## config.mk

```make
export PLATFORM = sky130hd
export DESIGN_NAME = mult_result_buffer
export DESIGN_NICKNAME = d
export VERILOG_FILES = /design/src/rtl/mult_pkg.sv /design/src/rtl/mult_result_fifo.sv /design/src/rtl/mult_result_buffer.sv
export SDC_FILE = /design/constraint.sdc
export NUM_CORES = 1
export LEC_CHECK = 0
export ABC_CLOCK_PERIOD_IN_PS = 3400
export BUFFER_PORTS_ARGS = -buffer_cell sky130_fd_sc_hd__buf_2
export CAP_MARGIN = 20
export CORE_UTILIZATION = 35
export DETAILED_ROUTE_END_ITERATION = 8
export PLACE_DENSITY_LB_ADDON = 0.15
export SKIP_CTS_REPAIR_TIMING = 1
export SLEW_MARGIN = 40
export SYNTH_ARGS = -nofsm -noshare
export SYNTH_HDL_FRONTEND = slang
export SYNTH_SLANG_ARGS = --single-unit
```

## constraint.sdc

```tcl
create_clock -name clock -period 3.4 [get_ports clock]
set_input_delay 0.51 -clock clock [delete_from_list [all_inputs] [get_ports clock]]
set_output_delay 0.51 -clock clock [all_outputs]
set_load 0.01 [all_outputs]
```

## src/rtl/mult_pkg.sv

```systemverilog
// Shared definitions for the pipelined 64-bit multiplier and its consumers.
//   MULT_WIDTH  : product width in bits
//   MULT_STAGES : number of pipeline stages from start to done
//   mult_word_t : one product word
package mult_pkg;
    localparam int MULT_WIDTH  = 64;
    localparam int MULT_STAGES = 8;

    typedef logic [MULT_WIDTH-1:0] mult_word_t;
endpackage

```

## src/rtl/mult_result_fifo.sv

```systemverilog
// Small show-ahead FIFO for multiplier results.
// Ports:
//   clock, reset     : system clock, synchronous active-high reset
//   push, wr_data    : write request and data; dropped when full with no pop
//   pop              : read request; ignored while empty
//   rd_data          : head entry (valid while !empty)
//   count            : entries stored
//   full, empty      : occupancy flags from registered count
module mult_result_fifo #(
    parameter int WIDTH = 64,
    parameter int DEPTH = 4,
    parameter int CW    = $clog2(DEPTH + 1)
) (
    input  logic             clock,
    input  logic             reset,
    input  logic             push,
    input  logic [WIDTH-1:0] wr_data,
    input  logic             pop,
    output logic [WIDTH-1:0] rd_data,
    output logic [CW-1:0]    count,
    output logic             full,
    output logic             empty
);
    localparam int PW = (DEPTH > 1) ? $clog2(DEPTH) : 1;

    logic [WIDTH-1:0] mem_q [DEPTH];
    logic [WIDTH-1:0] mem_d [DEPTH];
    logic [PW-1:0]    wr_ptr_q, wr_ptr_d;
    logic [PW-1:0]    rd_ptr_q, rd_ptr_d;
    logic [CW-1:0]    count_q, count_d;
    logic             do_push;
    logic             do_pop;

    // Explicit wrap so DEPTH need not be a power of two.
    function automatic logic [PW-1:0] ptr_inc(input logic [PW-1:0] p);
        return (p == PW'(DEPTH - 1)) ? '0 : p + 1'b1;
    endfunction

    assign full    = (count_q == CW'(DEPTH));
    assign empty   = (count_q == '0);
    assign count   = count_q;
    assign rd_data = mem_q[rd_ptr_q];

    always_comb begin
        mem_d    = mem_q;
        wr_ptr_d = wr_ptr_q;
        rd_ptr_d = rd_ptr_q;
        do_pop   = pop && !empty;
        // A pop in the same cycle frees the slot the push needs.
        do_push  = push && (!full || do_pop);
        if (do_push) begin
            mem_d[wr_ptr_q] = wr_data;
            wr_ptr_d        = ptr_inc(wr_ptr_q);
        end
        if (do_pop) begin
            rd_ptr_d = ptr_inc(rd_ptr_q);
        end
        count_d = count_q + CW'(do_push) - CW'(do_pop);
    end

    always_ff @(posedge clock) begin
        if (reset) begin
            wr_ptr_q <= '0;
            rd_ptr_q <= '0;
            count_q  <= '0;
        end else begin
            wr_ptr_q <= wr_ptr_d;
            rd_ptr_q <= rd_ptr_d;
            count_q  <= count_d;
        end
    end

    // Storage needs no reset: entries are only visible through count.
    always_ff @(posedge clock) begin
        mem_q <= mem_d;
    end
endmodule

```

## src/rtl/mult_result_buffer.sv

```systemverilog
// Result buffer behind the last multiplier stage. Queues products on
// pipe_done and hands them out over valid/ready, while granting issue
// credits so every started op is guaranteed a FIFO slot on arrival.
// Ports:
//   clock, reset                  : system clock, synchronous active-high reset
//   issue_valid / issue_ready     : upstream start request / credit available
//   pipe_start                    : start to first stage (issue_valid & issue_ready)
//   pipe_done, pipe_product       : last-stage done pulse and product
//   result_valid/ready/data       : consumer handshake, show-ahead head entry
//   count, in_flight              : stored entries, started-but-not-done ops
//   err_overflow, err_spurious    : sticky error flags, cleared by reset only
module mult_result_buffer
    import mult_pkg::*;
#(
    parameter int WIDTH = MULT_WIDTH,
    parameter int DEPTH = 4,
    parameter int CW    = $clog2(DEPTH + 1)
) (
    input  logic             clock,
    input  logic             reset,
    input  logic             issue_valid,
    output logic             issue_ready,
    output logic             pipe_start,
    input  logic             pipe_done,
    input  logic [WIDTH-1:0] pipe_product,
    output logic             result_valid,
    input  logic             result_ready,
    output logic [WIDTH-1:0] result_data,
    output logic [CW-1:0]    count,
    output logic [CW-1:0]    in_flight,
    output logic             err_overflow,
    output logic             err_spurious
);
    logic [CW-1:0] in_flight_q, in_flight_d;
    logic          err_overflow_q, err_overflow_d;
    logic          err_spurious_q, err_spurious_d;
    logic          pop;
    logic          full;
    logic          empty;
    logic [CW:0]   credits_used;

    mult_result_fifo #(
        .WIDTH (WIDTH),
        .DEPTH (DEPTH),
        .CW    (CW)
    ) u_fifo (
        .clock   (clock),
        .reset   (reset),
        .push    (pipe_done),
        .wr_data (pipe_product),
        .pop     (pop),
        .rd_data (result_data),
        .count   (count),
        .full    (full),
        .empty   (empty)
    );

    assign result_valid = !empty;
    assign pop          = result_valid && result_ready;

    // Registered state only, so a pop or done frees its credit next cycle
    // and there is no combinational path from the consumer to the issuer.
    assign credits_used = {1'b0, in_flight_q} + {1'b0, count};
    assign issue_ready  = !reset && (credits_used < (CW+1)'(DEPTH));
    assign pipe_start   = issue_valid && issue_ready;

    always_comb begin
        in_flight_d    = in_flight_q + CW'(pipe_start)
                         - CW'(pipe_done && (in_flight_q != '0));
        err_overflow_d = err_overflow_q || (pipe_done && full && !pop);
        err_spurious_d = err_spurious_q || (pipe_done && (in_flight_q == '0));
    end

    always_ff @(posedge clock) begin
        if (reset) begin
            in_flight_q    <= '0;
            err_overflow_q <= 1'b0;
            err_spurious_q <= 1'b0;
        end else begin
            in_flight_q    <= in_flight_d;
            err_overflow_q <= err_overflow_d;
            err_spurious_q <= err_spurious_d;
        end
    end

    assign in_flight    = in_flight_q;
    assign err_overflow = err_overflow_q;
    assign err_spurious = err_spurious_q;
endmodule

```

==> summary.md, run 1 <==
| Metric | Value |
|---|---|
| Number of global-route vias before repair | a little over 5k |
| DRC violations left | 0 |
| WL final | 18900 um |
| Fin area | 12100 sq um |
| Drt initial violations | 218 |
| Layout Cells excl Fill | a little under 1k |
| Clock skew | 0.0124 ns |
| Global-route wire length before repair | 29100 um |
| # H-tree levels | 1 |
| Main synth FF type | edfxtp_1 |
| WP data required | 2.89 ns |
| Count of input and output buffers | 143 |
| Die ar. | 29100 sq um |
| Die span in x | roughly 170 um |
| Total power divided by cell area | roughly 700 nW/um^2 |
| Least-Margin Pin Slew | 0.689 ns |
| Area grow syn2layout | 21.9% |
| Detailed Place HPWL | 11300 um |
| Place WS | 0.857 ns |
| WL/cell | around 19 um |
| GR Util All Layers | 13.4% |
| CORE AREA | around 28000 sq um |
| Count leader, synth | edfxtp_1 |
| Final worst-path setup slack | approximately 0.58 ns |
| Clock Path Buffers | 3 |
| FF-to-FF path depth | 9 |
| Routability-driven placement congestion ratio | approximately 0.74 |
| Vias post-DR | approximately 4.6k |
| CTS tree | built |
| Clock latency on the worst-skew pair | approximately 0.54 ns |
| Setup CP Type | reg2out |
| Fmax | between 0.3 and 0.4 GHz |
| Hold Fails Final Rpt | 0 |
| Cell taking the most area after synthesis | edfxtp_1 |
| Maximum VDD drop | ~0.41 mV |
| Synth warn | 0 |
| Fillers | around 2.5k |
| # clock sinks | about 270 |
| Sequential cell area | approximately 7900 sq um |
| Final setup fails | 0 |
| Synth Instances | 410 |
| Final period utilization | a little over 80% |
| CP Data Arrival Time | about 2.3 ns |
| First-pass iteration count of the detailed router | 4 |
| CTS clk-pin slew, worst paths | 0.06 ns |
| Multi-input combinational cell area | 1880 sq um |
| Total power | about 8.7 mW |
| Crit end category | primary output |
| Nets@finish | 664 |
| Synth Area per Inst | approximately 24 sq um |
| Max Fanout on Critical Path | 7 |
| Slew headroom | ~54% |
| Placed Cells | ~930 |
| Count of final max-slew check failures | 0 |
| Post-synth top cells | 256 x edfxtp_1, 64 x mux4_2, 12 x dfxtp_1, 11 x ha_1, 10 x inv_1 |
| Util after Layout | between 40 and 50% |
| Min Hold Slack | 0.182 ns |
| Syn_nets | between 400 and 500 |
| Starting Density | 35.6% |
| Max Cap Violations | 0 |
| DR vias/cell | 4.65 |
| Total CTS buffers | 29 |
| Outcome | finished, final reports clean |
| Initial antenna violation count | 1 |
| Area after DPL | approximately 11000 sq um |
| Share of cells above drive strength 1 | between 40% and 50% |
| Synth area leaders | edfxtp_1 77%, mux4_2 15%, dfxtp_1 2.4% |
| Largest net degree at the start of global routing | between 40 and 50 |
| Netlist cell types | 28 |
| Die Ht | 170 um |
| Unrepaired setup endpoints after global routing | no |
| CP Launch Type | register |
| Row count | 61 |
| Register area share after synthesis | between 70% and 80% |
| Hold path depth | 1 |
| Post-Syn Area | 9930 sq um |
| Yosys reg bits | around 270 |
| Min cycle time layout | approximately 2.8 ns |
| Ys async rst share | 0% |
| Share of the synthesized area in the top cell type | between 70% and 80% |
| # IOs | between 100 and 150 |
| Total grt overflow | 0 |
| Number of synthesized flops with an enable pin | 256 |
| Setup TNS | 0 ns |
| CTS root buf | clkbuf_16 |
| HP Class | in2reg |
| Leakage | between 4 and 5 nW |
| DRT antenna net count | 0 |
==> final timing paths <==
path,startpoint,to,slack (ns)
hold / removal,pipe_product[29],u_fifo.mem_q[29],0.18
setup reg to reg,u_fifo.count[2],in_flight[2],0.81
hold reg to reg,err_spurious,err_spurious,0.48
setup / recovery,u_fifo.count[2],pipe_start,0.58
==> power by group <==
group          internal, mW  switching [mW]  total (mW)
logic                 0.781           0.814        1.59
clock network          1.79            1.23        3.01
registers              3.91           0.145        4.06
==> placed cells by master (no fill, tap or decap), drive strengths merged <==
| master | instances |
|---|---|
| clkbuf | 32 |
| nor4b | 1 |
| clkinvlp | 3 |
| ha | 11 |
| dfxtp | 12 |
| buf | 156 |
| and2 | 2 |
| nand2 | 1 |
| bufinv | 3 |
| fa | 2 |
| xnor2 | 1 |
| or4 | 1 |
| or4b | 1 |
| xor2 | 2 |
| o21ai | 1 |
| and3 | 4 |
| nor2b | 2 |
| o31ai | 2 |
| clkinv | 15 |
| mux2i | 1 |
| nor3 | 3 |
| diode | 1 |
| nand3 | 2 |
| a21oi | 4 |
| edfxtp | 256 |
| mux4 | 64 |
| nor2 | 9 |
| inv | 11 |
| a31oi | 1 |
| or3 | 2 |
==> routing by layer <==
metal  vias to the layer above  share of wire [%]  track usage (%)
met4                         0                2.0             4.15
met3                        32                5.5             3.33
met1                      2361                 42             16.8
met2                       105                 51             22.9
li1                       2079                  -                -
met5                         -                  0                0
==> logic make-up (layout without fill, tap and decap cells) <==
family | Yosys count | count (layout) | synth area share (%)
flops | 268 | 268 | 79.8
mux | 65 | 65 | 14.6
simple gates | 28 | 28 | 1.56
buf+inv | 25 | 220 | 1.47
fa+ha+maj | 13 | 13 | 1.79
compound gates | 8 | 8 | 0.466
xor+xnor | 3 | 3 | 0.265
other cells | 0 | 1 | 0
==> cell type report <==
class	count	share of cell area, %
inverters	10	0.310
diodes	1	0.0207
clock buffers	32	6.09
clock inverters	22	1.57
flip-flops and latches	268	65.6
multi-input cells	117	15.5
well taps	378	3.91
repair buffers	156	7.03
==> state kept, by name (all words and copies together) (netlist names) <==
signal and cells:
u_fifo.mem_q 256, in_flight 3, u_fifo.count 3, u_fifo.rd_ptr_q 2, u_fifo.wr_ptr_q 2, err_overflow 1, err_spurious 1
==> worst max-delay path, cell delays in order (launching register included) <==
cell and delay, ns:
dfxtp_1 0.45, ha_1 0.28, or4_1 0.54, a31oi_1 0.19
and2_1 0.18, buf_2 0.14
(Power assumes the default switching activity.)
==> run 2: changes to the inputs <==
ABC_CLOCK_PERIOD_IN_PS = 2300   (was 3400)
clock period = 2.3 ns   (was 3.4 ns; I/O delays follow)
==> run 2 against run 1 <==
  * The flow now finishes with violations (negative setup slack)
  * Critical path type unchanged
  * Sequential power grew 47%
  * Count of clock-buffer cells in the layout stayed put
  * Largest power group unchanged
  * Total power grew 50%
  * Critical path depth unchanged
  * Critical endpoint unchanged
  * Die area unchanged
==> summary.md, run 2 (synthesized netlist as in run 1, its figures left out) <==
| Metric | Value |
|---|---|
| Outcome | finished with violations |
| Failing checks | negative setup slack |
| # IOs | between 100 and 150 |
| Drt initial violations | 246 |
| Row count | between 60 and 70 |
| CP Launch Type | register |
| Max Fanout on Critical Path | 5 |
| Clock latency on the worst-skew pair | ~0.52 ns |
| Largest net degree at the start of global routing | between 40 and 50 |
| Starting Density | 35.6% |
| M2 GR Usage | between 20% and 30% |
| CTS root buf | clkbuf_16 |
| Routability-driven placement congestion ratio | just under 0.8 |
| Min cycle time layout | 2.36 ns |
| Max FFs per register | between 200 and 300 |
| Unrepaired setup endpoints after global routing | yes |
| Die span in x | between 150 and 200 um |
| Total power | 13.0 mW |
| DRT antenna net count | 0 |
| CP Data Arrival Time | around 2 ns |
| Slew headroom | between 70% and 80% |
| CTS clk-pin slew, worst paths | roughly 0.060 ns |
| Max Cap Violations | 0 |
| Clock skew | roughly 0.011 ns |
| GR Util met1 | roughly 17% |
| Die Ht | approximately 170 um |
| Nets@finish | ~680 |
| Total power divided by cell area | 1040 nW/um^2 |
| # clock sinks | between 200 and 300 |
| Maximum VDD drop | 0.463 mV |
| Crit end category | primary output |
| Final worst-path setup slack | -0.0563 ns |
| # H-tree levels | 1 |
| HP Class | in2reg |
| Detailed Place HPWL | about 12000 um |
| GR Util All Layers | between 10% and 20% |
| Vias post-DR | 4726 |
| First-pass iteration count of the detailed router | 4 |
| Share of cells above drive strength 1 | 47.5% |
| Number of global-route vias before repair | around 5k |
| Setup CP Type | reg2out |
| WL final | 20400 um |
| Setup TNS | -0.0708 ns |
| Most common library cell in the layout ignoring fill and taps | edfxtp_1 |
| CORE AREA | 27900 sq um |
| WP data required | roughly 2.0 ns |
| Initial antenna violation count | 2 |
| Count of input and output buffers | approximately 140 |
| WL/cell | between 20 and 25 um |
| Hold Fails Final Rpt | 0 |
| DRC violations left | 0 |
| Fmax | roughly 0.42 GHz |
| Grt met3 use | between 3 and 4% |
| CTS tree | built |
| Global-route wire length before repair | between 20000 and 30000 um |
| DR vias/cell | about 4.7 |
| Final setup fails | 2 |
| Clock Path Buffers | 3 |
| Final period utilization | 102% |
| Count of final max-slew check failures | 0 |
| Area grow syn2layout | 25.8% |
| Most frequent cells in the layout | 256 x edfxtp_1, 141 x buf_2, 64 x mux4_2 |
| Least-Margin Pin Slew | ~0.39 ns |
| Top Usage Layer GRT | met2 |
| Leakage | between 4 and 5 nW |
| Die ar. | between 20000 and 30000 sq um |
| Reg with most FFs | u_fifo.mem_q |
| Total grt overflow | 0 |
| Total CTS buffers | 27 |
## run 2: through the flow
stage | setup WS [ns] | hold WS, ns | util [%] | std cells | instance area (sq um)
finish | -0.0563 | 0.0336 | 44.8 | 997 | 12500
CTS | -0.124 | 0.00590 | 43.7 | 983 | 12200
global placement | 0.105 | 0.465 | 40.8 | 937 | 11400
detailed placement | 0.0273 | 0.466 | 40.8 | 937 | 11400
global route | -0.127 | 0.00798 | 44.8 | 995 | 12500
floorplan | 0.00965 | 0.417 | - | 410 | 9970
## run 2: layer usage
metal / vias to the layer above / part of all wire (%)
met3: 24 / 6.2
li1: 2105 / -
met1: 2482 / 41
met2: 115 / 51
met5: - / 0
met4: 0 / 1.6
## run 2: worst paths after layout
check / start / end / slack [ns] / cells past startpoint
worst max-delay path: u_fifo.count[1] / pipe_start / -0.06 / 5
worst min-delay path: pipe_product[32] / u_fifo.mem_q[160] / 0.03 / 1
worst max register to register: u_fifo.count[1] / in_flight[1] / -0.01 / 9
worst min register to register: err_overflow / err_overflow / 0.48 / 2
## run 2: where the power goes
part,leakage (nW),internal [mW],switching (mW)
logic,1.41,1.51,1.44
clock network,0.402,2.46,1.67
registers,2.45,5.79,0.162
## run 2: cell type report
class,instances,area [sq um]
timing repair buffer,176,1250
clock buffer,32,694
sequential,268,7950
fill,2388,15400
antenna,2,5.00
multi-input combinational,117,1950
tap,378,473
inverter,10,37.5
clock inverter,14,138
## run 2: worst max-delay path, cell delays in order, from the launching register on
cell,delay [ns]
dfxtp_4,0.36
ha_4,0.16
or4_4,0.52
a31oi_4,0.17
and2_4,0.19
buf_6,0.10
==> run 3: changes to the inputs <==
GPL_TIMING_DRIVEN = 0   (was unset)
==> run 3 against run 2 <==
  * The run still ends with negative setup slack left
  * Register-to-register slack worse by 0.16 ns
  * First-iteration DRC count stayed put
  * Cell count grew 1.7%
  * Sequential share of layout area is 1.6 points lower
  * Routed wire length increased by 0.24%
  * Sequential power about the same
  * Critical path depth rose by 4
  * Via count is 0.72% higher
  * Hold slack worse by 0.010 ns
  * Critical endpoint is now in_flight[1]
==> summary.md, run 3 (synthesized netlist as in run 1, its figures left out) <==
| Metric | Value |
|---|---|
| Global-route wire length before repair | 29900 um |
| Crit-path cells | ha_4, or4_4, a31oi_4, and2_4, buf_4, ha_4, inv_1, fa_2, nor2_1 |
| DRC violations left | 0 |
| Row count | 61 |
| Crit path top cell by count | ha_4 |
| Clock Path Buffers | 3 |
| Routability-driven placement congestion ratio | 0.718 |
| Area after DPL | ~11000 sq um |
| Max Cap Violations | 0 |
| Net Switching | about 3.4 mW |
| Total grt overflow | 0 |
| Drt initial violations | about 250 |
| # clock sinks | around 270 |
| Die ar. | 29100 sq um |
| HP Class | in2reg |
| Clock skew | a little over 0.02 ns |
| Hold Fails Final Rpt | 0 |
| CTS clk-pin slew, worst paths | about 0.060 ns |
| Combinational share of power | about a quarter |
| WL final | just over 20000 um |
| Nets@finish | 694 |
| CTS tree | built |
| CORE AREA | between 20000 and 30000 sq um |
| Slew headroom | approximately two thirds |
| Max FFs per register | 256 |
| Unrepaired setup endpoints after global routing | yes |
| CP Launch Type | register |
| Min cycle time layout | roughly 2.5 ns |
| Reg with most FFs | u_fifo.mem_q |
| Final setup fails | 4 |
| CTS root buf | clkbuf_16 |
| Die span in x | between 150 and 200 um |
| Vias post-DR | 4760 |
| Total power divided by cell area | 1050 nW/um^2 |
| Number of global-route vias before repair | ~5.2k |
| Total CTS buffers | 28 |
| Setup CP Type | reg2reg |
| CP Data Arrival Time | between 2 and 3 ns |
| Fmax | 0.405 GHz |
| Area grow syn2layout | 29.1% |
| CP max-delay cell | or4_4 |
| Fin area | about 13000 sq um |
| First-pass iteration count of the detailed router | 4 |
| Final worst-path setup slack | -0.167 ns |
| Starting Density | between 30% and 40% |
| Int Pwr | just over 10 mW |
| Leakage | between 4 and 5 nW |
| DR vias/cell | 4.69 |
| Slowest cell delay on critical path | 0.53 ns |
| Maximum VDD drop | around 0.6 mV |
| Largest delay share family, worst path | adder cells |
| Largest net degree at the start of global routing | 28 |
| Fillers | 2359 |
| WP data required | 2.71 ns |
| Die Ht | approximately 170 um |
| Most frequent cells in the layout | 256 x edfxtp_1, 110 x buf_2, 64 x mux4_2 |
| Clock Power Share | between 30% and 40% |
| GR Util All Layers | 13.9% |
| Final period utilization | 107% |
| Clock latency on the worst-skew pair | ~0.53 ns |
| DRT antenna net count | 0 |
| Count of input and output buffers | around 140 |
| Least-Margin Pin Slew | ~0.5 ns |
| WL/cell | between 20 and 25 um |
| Outcome | finished with violations |
| # IOs | ~140 |
| Max Fanout on Critical Path | 3 |
| Flop pwr share | around 44% |
| CP bufs+invs | 2 |
| Count of final max-slew check failures | 0 |
| Crit end category | register |
| Switching share of power | 25.4% |
| # H-tree levels | 1 |
| Initial antenna violation count | 2 |
| Failing checks | negative setup slack |
| Detailed Place HPWL | between 10000 and 15000 um |
| Most common library cell in the layout ignoring fill and taps | edfxtp_1 |
| Total power | between 10 and 15 mW |
| Share of cells above drive strength 1 | 48.4% |
## run 3: worst paths after layout
path	from	endpoint	slack (ns)	cells past startpoint
worst min register to register	err_overflow	err_overflow	0.47	2
worst max-delay path	in_flight[2]	in_flight[1]	-0.17	9
worst max register to register	in_flight[2]	in_flight[1]	-0.17	9
worst min-delay path	pipe_product[57]	u_fifo.mem_q[249]	0.02	1
## run 3: worst reg2reg max path: stages, from the launching register on
cell and delay [ns]:
dfxtp_4 0.36, ha_4 0.23, or4_4 0.53, a31oi_4 0.19, and2_4 0.18, buf_4 0.12, ha_4 0.13, inv_1 0.05
fa_2 0.51, nor2_1 0.05
## run 3: area by class of cell
cell class	count	area, sq um	area share, %
plain buffers	15	191	1.49
clock buffers	32	737	5.75
flip-flops and latches	268	7940	62.0
clock inverters	20	140	1.09
inverters	10	37.5	0.293
diodes	2	5.00	0.0390
repair buffers	172	1350	10.5
multi-input cells	117	1950	15.2
well taps	378	473	3.69
## run 3: metal layers
metal | part of all wire (%) | vias to the layer above | global-route usage (%)
met3 | 5.6 | 31 | 3.07
met4 | 1.7 | 2 | 4.11
met5 | 0.049 | - | 0
met2 | 51 | 106 | 23.9
met1 | 42 | 2477 | 17.5
li1 | - | 2144 | -
## run 3: metrics by stage
stage               hold slack (ns)  cells  utilization (%)  setup slack (ns)  setup TNS, ns
detailed placement            0.457    939             40.7            -0.198         -0.220
global route                0.00770   1012             46.0            -0.201          -1.70
CTS                        -0.00187    991             43.8            -0.208         -10.15
finish                       0.0233   1014             46.0            -0.167         -0.524
floorplan                     0.417    410                -           0.00965              0
global placement              0.458    931             40.0            -0.397        -100.08
## run 3: power by group through the flow
stage	clock network, mW	logic (mW)	registers (mW)
final	4.27	3.28	5.96
after global routing	4.56	3.56	5.99
after CTS	4.38	2.67	5.95
after detailed placement	0	2.66	6.05
after global placement	0	2.52	6.04
after floorplan	0	1.61	6.03
